[src/rtl/bus_arbiter.sv]
// Two-port arbiter multiplexing the fetcher and data port onto one external 16-bit bus.
// Ownership is registered, ties alternate, and an ack watchdog strobes err to the owner.
module bus_arbiter #(
  parameter int unsigned TIMEOUT_CYCLES = 255
) (
  input  logic        clk_i,
  input  logic        reset_i,
  input  logic [63:0] f_adr_i,
  input  logic [1:0]  f_size_i,
  output logic [15:0] f_dat_o,
  output logic        f_ack_o,
  output logic        f_err_o,
  input  logic [63:0] d_adr_i,
  input  logic [1:0]  d_size_i,
  input  logic        d_we_i,
  input  logic [15:0] d_dat_i,
  output logic [15:0] d_dat_o,
  output logic        d_ack_o,
  output logic        d_err_o,
  output logic [63:0] adr_o,
  output logic [1:0]  size_o,
  output logic        we_o,
  output logic [15:0] dat_o,
  output logic        vpa_o,
  input  logic [15:0] dat_i,
  input  logic        ack_i
);

  typedef enum logic [1:0] {
    OwnNone = 2'd0,
    OwnF    = 2'd1,
    OwnD    = 2'd2
  } owner_e;

  localparam logic [15:0] WaitLimit = 16'(TIMEOUT_CYCLES - 1);

  owner_e      owner_q, owner_d;
  logic        last_is_d_q, last_is_d_d;
  logic [15:0] wait_q, wait_d;
  logic        f_req, d_req, own_req, timeout;

  assign f_dat_o = dat_i;
  assign d_dat_o = dat_i;

  always_comb begin
    f_req   = |f_size_i;
    d_req   = |d_size_i;
    own_req = 1'b0;
    unique case (owner_q)
      OwnF:    own_req = f_req;
      OwnD:    own_req = d_req;
      default: own_req = 1'b0;
    endcase
    timeout = (owner_q != OwnNone) && (wait_q == WaitLimit) && !ack_i;

    // Owner keeps the bus while its size stays nonzero, so multi-halfword fetches are atomic.
    owner_d = OwnNone;
    if (timeout) begin
      owner_d = OwnNone;
    end else if ((owner_q != OwnNone) && own_req) begin
      owner_d = owner_q;
    end else if (f_req && d_req) begin
      owner_d = last_is_d_q ? OwnF : OwnD;
    end else if (f_req) begin
      owner_d = OwnF;
    end else if (d_req) begin
      owner_d = OwnD;
    end

    last_is_d_d = last_is_d_q;
    if (owner_d != OwnNone) begin
      last_is_d_d = (owner_d == OwnD);
    end

    wait_d = wait_q;
    if (ack_i || (owner_d != owner_q)) begin
      wait_d = 16'd0;
    end else if (owner_q != OwnNone) begin
      wait_d = wait_q + 16'd1;
    end
  end

  always_ff @(posedge clk_i) begin
    if (reset_i) begin
      owner_q     <= OwnNone;
      last_is_d_q <= 1'b1;
      wait_q      <= 16'd0;
    end else begin
      owner_q     <= owner_d;
      last_is_d_q <= last_is_d_d;
      wait_q      <= wait_d;
    end
  end

  always_comb begin
    adr_o   = 64'd0;
    size_o  = 2'd0;
    we_o    = 1'b0;
    dat_o   = 16'd0;
    vpa_o   = 1'b0;
    f_ack_o = 1'b0;
    d_ack_o = 1'b0;
    f_err_o = 1'b0;
    d_err_o = 1'b0;
    if (!reset_i) begin
      unique case (owner_q)
        OwnF: begin
          adr_o   = f_adr_i;
          size_o  = f_size_i;
          vpa_o   = 1'b1;
          f_ack_o = ack_i;
          f_err_o = timeout;
        end
        OwnD: begin
          adr_o   = d_adr_i;
          size_o  = d_size_i;
          we_o    = d_we_i;
          dat_o   = d_we_i ? d_dat_i : 16'd0;
          d_ack_o = ack_i;
          d_err_o = timeout;
        end
        default: ;
      endcase
    end
  end

endmodule

[config.mk]
export PLATFORM = sky130hd
export DESIGN_NAME = bus_arbiter
export DESIGN_NICKNAME = d
export VERILOG_FILES = /design/src/rtl/bus_arbiter.sv
export SDC_FILE = /design/constraint.sdc
export NUM_CORES = 1
export LEC_CHECK = 0
export CORE_AREA = 2 2 113 115
export CTS_CLUSTER_SIZE = 40
export DETAILED_ROUTE_END_ITERATION = 7
export DIE_AREA = 0 0 115 117
export GPL_TIMING_DRIVEN = 1
export HOLD_SLACK_MARGIN = 0.15
export SLEW_MARGIN = 20
export SYNTH_ARGS = -nofsm -noshare
export SYNTH_HDL_FRONTEND = slang
export SYNTH_SLANG_ARGS = --single-unit
[constraint.sdc]
create_clock -name clk_i -period 6.2 [get_ports clk_i]
set_input_delay 0.62 -clock clk_i [delete_from_list [all_inputs] [get_ports clk_i]]
set_output_delay 0.62 -clock clk_i [all_outputs]
set_load 0.02 [all_outputs]
==> After elaboration in Yosys (flattened, before gate mapping) <==
Index checks and enable logic that the tools add are counted.
{ "totals": {"memories": 0, "out_inout_bits": 120, "word_cells": 46, "reg_bits": 19, "ramBits": 0, "input_bits": 168, "rom_bits": 0, "latchBits": 0} }
{ "classes": {"order_cmp": 0, "n_div": 0, "n_shift": 0, "n_mul": 0, "bitwise_logic": 0, "eq_ne": 5, "n_mux": 26, "n_addsub": 1, "reduce_logical": 11} }
{ "ops": {"columns": ["op", "n"], "rows": [
  ["$pmux W64 S2", 1],
  ["$mux W64", 1],
  ["$mux W16", 3],
  ["$add A16 B1 Y16 const B", 1],
  ["$eq A16 B8 Y1 const B", 1],
  ["$mux W2", 7],
  ["$mux W1", 12],
  ["$reduce_or A2 Y1", 3],
  ["$eq A2 B2 Y1 const B", 2],
  ["$logic_and A1 B1 Y1", 4],
  ["$pmux W2 S2", 1],
  ["$reduce_bool A2 Y1", 2],
  ["$eq A2 B1 Y1 const B", 1],
  ["$ne A2 B2 Y1", 1],
  ["$pmux W1 S2", 1],
  ["$logic_not A1 Y1", 1],
  ["$logic_or A1 B1 Y1", 1]
]} }

==> Longest topological paths before layout <==
{ "depth": {"ltp_word": 9, "depth_mapped": 9, "ltp_nobuf": 7} }

==> Worst setup path before layout <==
OpenSTA, ideal clock, no wires.
{ "synth_timing": {"kind": "register -> output", "startpoint": "register owner_q[1]", "endpoint": "output d_err_o", "stages_incl_launch_ff": 7, "t_arrival_ps": 1996, "required_time_ps": 5580, "path_slack_ps": 3584, "cell_sequence": "dfxtp_1 -> inv_1 -> ha_1 -> and4b_4 -> and4b_1 -> nand4_1 -> nor3b_1"} }
{ "synth_via": {"elab_chain_cells": 5, "elab_cells_between_ends": 6, "cone_classes": "eq/ne: 1; mux: 2; reduce/logical: 3"} }
{ "synth_rtl": {"columns": ["item", "line", "text"], "rows": [
  ["start, declared", "37", "owner_e owner_q, owner_d;"],
  ["start signal, assigned", "85", "owner_q <= OwnNone;"],
  ["start signal, assigned", "89", "owner_q <= owner_d;"],
  ["$reduce_bool A2 Y1", "54", "timeout = (owner_q != OwnNone) && (wait_q == WaitLimit) && !ack_i;"],
  ["$logic_and A1 B1 Y1 (2 in series)", "54", null],
  ["$mux W1 (*)", "106", "unique case (owner_q)"],
  ["$mux W1 (*)", "105", "if (!reset_i) begin"],
  ["end, declared", "19", "output logic d_err_o,"]
]} }
Every way passes the cells marked *; elsewhere a longest branch is shown, timed or not.

==> Worst setup path in the final report <==
{ "layout_timing": {"startpoint": "register owner_q[0]", "endpoint": "output dat_o[0]"} }
{ "layout_via": {"elab_chain_cells": 3} }
{ "layout_rtl": {"columns": ["item", "line", "text"], "rows": [
  ["$eq A2 B2 Y1", "106", null],
  ["$mux W16", "106", null],
  ["$mux W16", "105", null],
  ["end, declared", "23", "output logic [15:0] dat_o,"]
]} }
Every way passes these cells.

==> results.md <==
* Status: complete, no violations
* Count leader, synth: nor2_1
* Largest area contributor in the netlist: a22oi_1
* ANT nets after route at 0
* Count of cell types in the netlist at 38
* Antenna diode count at 0
* Hold Path Origin: wait_q[7]
* Area Growth Syn to Fin at 102%
* Worst r2r src: owner_q[0]
* Post-detail-place hpwl at 8870 um
* H-tree levels at 1
* Cell family with most CP delay: buffers and inverters
* Worst slew pin tran at 0.738 ns
* Max-cap violations at 0
* Worst Setup SP: owner_q[0]
* Post_cts resized at 0
* Post-synthesis async set-or-reset flop share at 0%
* Total Power at 562 uW
* Pwr/cell area at 121 mW/mm2
* Root buffer cell: clkbuf_16
* Top cells by count, synth: nor2_1, a22oi_1, buf_4
* Final TNS setup at 0 ns
* Top area cells in the synthesized netlist: a22oi_1, dfxtp_1, nor2_1, buf_4, and2_1
* Pre-CTS WS at 2.66 ns
* RSZ-0062 raised after global routing: false
* I/O Buffers at 239
* Starting density of the core at 18.6%
* Syn Area/Cell at 6.95 um2
* Largest net degree at the start of global routing at 45
* First-pass GRT wire length at 15,200 um
* Max IR drop VDD at 0.177 mV
* Layout cells sized above 1 at 3.49%
* Critical path class: reg -> out
* CTS tree: built
* Initial antenna violation count at 0
* Die Span X at 115 um
* CP Max Fanout at 41
* Clk buf depth at 2
* Crit end category: output port
* Post-Route WL at 11,000 um
* YS warnings at 0
* Worst-path clk slew at 0.05 ns
* Leak at 0.00153 uW
* Number of synthesized register bits at 19
* TritonCTS Buffers at 3
* Slew Limit Fails at 0
* Ports at 288
* Vias at 3,022
* Gr usage total at 14.2%
* Hold Crit Class: reg -> reg
* Gp weighted congestion at 0.835
* Layout net count at 690
* Post-synthesis sequential area ratio at 16.6%
* EDFF count, synth at 0
* Pre-antenna DRT Iters at 4
* Worst-Skew Late Latency at 0.25 ns
* CP startpoint kind: flip-flop
* Min Clock Period, post-route at 3.80 ns
* Worst Path Required at 5.58 ns
* Clk_skew at 0.00165 ns
* Slowest library cell on the worst path: ha_2
* CP Buf/Inv Count at 3
* CORE AREA at 0.0123 mm2
* Crit path largest cell delay at 0.60 ns
* Grt ovf at 0
* Critical path, cell by cell: inv_1 > ha_2 > buf_4 > and3b_1 > and2_1 > clkdlybuf4s50_1
* Peak Freq at 263 MHz
* Post-CTS setup buffers at 0
* Worst slew margin at 50.7%
* Residual DRC at 0
* Syn nets at 503
* Top FF cell, synth: dfxtp_1
* Final hold vios at 0
* Die Area at 0.0135 mm2
* Initial DRC count at 164
* Drt via density at 4.54
* Final worst slack at 2.40 ns
* Vias in the first global route at 2,707
* Worst EP arrival at 3.18 ns
* Final period util at 61.3%
* CTS Hold Bufs at 0
* Gate count after technology mapping at 330
* Synth top area share at 21.6%
* DR WL/cell at 16.5 um
* Setup violators final at 0
* Die height at 117 um
* Synthesized area at 0.00229 mm2
* Clock sinks at 19
* Row cnt at 41
## metrics by stage
| stage | hold slack (ns) | cells | utilization, % | cell area [um2] |
|---|---|---|---|---|
| 3_3_place_gp | 0.520 | 662 | 36.9 | 4550 |
| 5_1_grt | 0.583 | 666 | 37.6 | 4630 |
| 3_5_place_dp | 0.529 | 662 | 36.9 | 4550 |
| 4_1_cts | 0.541 | 666 | 37.6 | 4630 |
| 2_1_floorplan | 0.505 | 330 | - | 2290 |
| 6_report | 0.536 | 666 | 37.6 | 4630 |
## routing by layer
layer | track usage, % | routed length [um]
met5 | 0 | 0
met4 | 1.37 | 57
met3 | 3.19 | 809
met2 | 25.7 | 5780
met1 | 17.8 | 4340
## worst min-delay path, stage by stage, from the launching register on
cell	delay, ns
dfxtp_1	0.33
xnor2_1	0.12
a21oi_1	0.04
## cells by family after synthesis
family	after synthesis	share of synthesized area [%]
and+or+nand+nor	131	27.7
AOI/OAI and AO/OA	94	29.8
buffers and inverters	63	16.0
DFF	19	16.6
xor gates and xnor gates	15	5.73
adders and majority gates	5	2.73
muxes	3	1.42
## state kept, by name (all words and copies together), names as in the netlist
signal,flops
last_is_d_q,1
owner_q,2
wait_q,16
## path summary, 6_finish.rpt
kind | endpoint | slack (ns) | cells past startpoint
hold / removal | wait_q[7] | 0.54 | 2
setup reg to reg | wait_q[1] | 3.03 | 8
setup / recovery | dat_o[0] | 2.40 | 6
hold reg to reg | wait_q[7] | 0.54 | 2
## layout make-up
class | instances | area [um2]
Tap cell | 150 | 188
Inverter | 3 | 11.3
Fill cell | 1272 | 7680
Multi-Input combinational cell | 248 | 1550
Clock buffer | 4 | 78.8
Sequential cell | 19 | 380
Timing Repair Buffer | 242 | 2410
## placed cells by master, fill, tap and decap left out, types with 2 or more instances in the layout
cell type        synthesis  final
clkdlybuf4s50_1          0    239
nor3_1                   3      3
buf_4                   32      3
and2_1                  19     19
clkbuf_16                0      3
ha_2                     0      2
inv_1                    3      3
xnor2_1                  4      4
o21ai_0                  4      4
and2b_1                  2      2
nor2b_1                  2      2
dfxtp_1                 19     19
and3b_1                  2      2
nand2_1                  4      4
nand3_1                  4      4
nor2_1                  77     77
and3_1                   3      3
ha_1                     5      3
a21oi_1                 19     19
xor2_1                  11     11
nand4_1                  6      6
mux2_2                   2      2
a22oi_1                 66     66
## where the power goes
part           total [uW]  switching (uW)  internal (uW)
sequential            129            3.97            125
combinational         303             138            165
clock                 129            41.9           87.3
No activity file was read; power rests on OpenSTA's default activity.
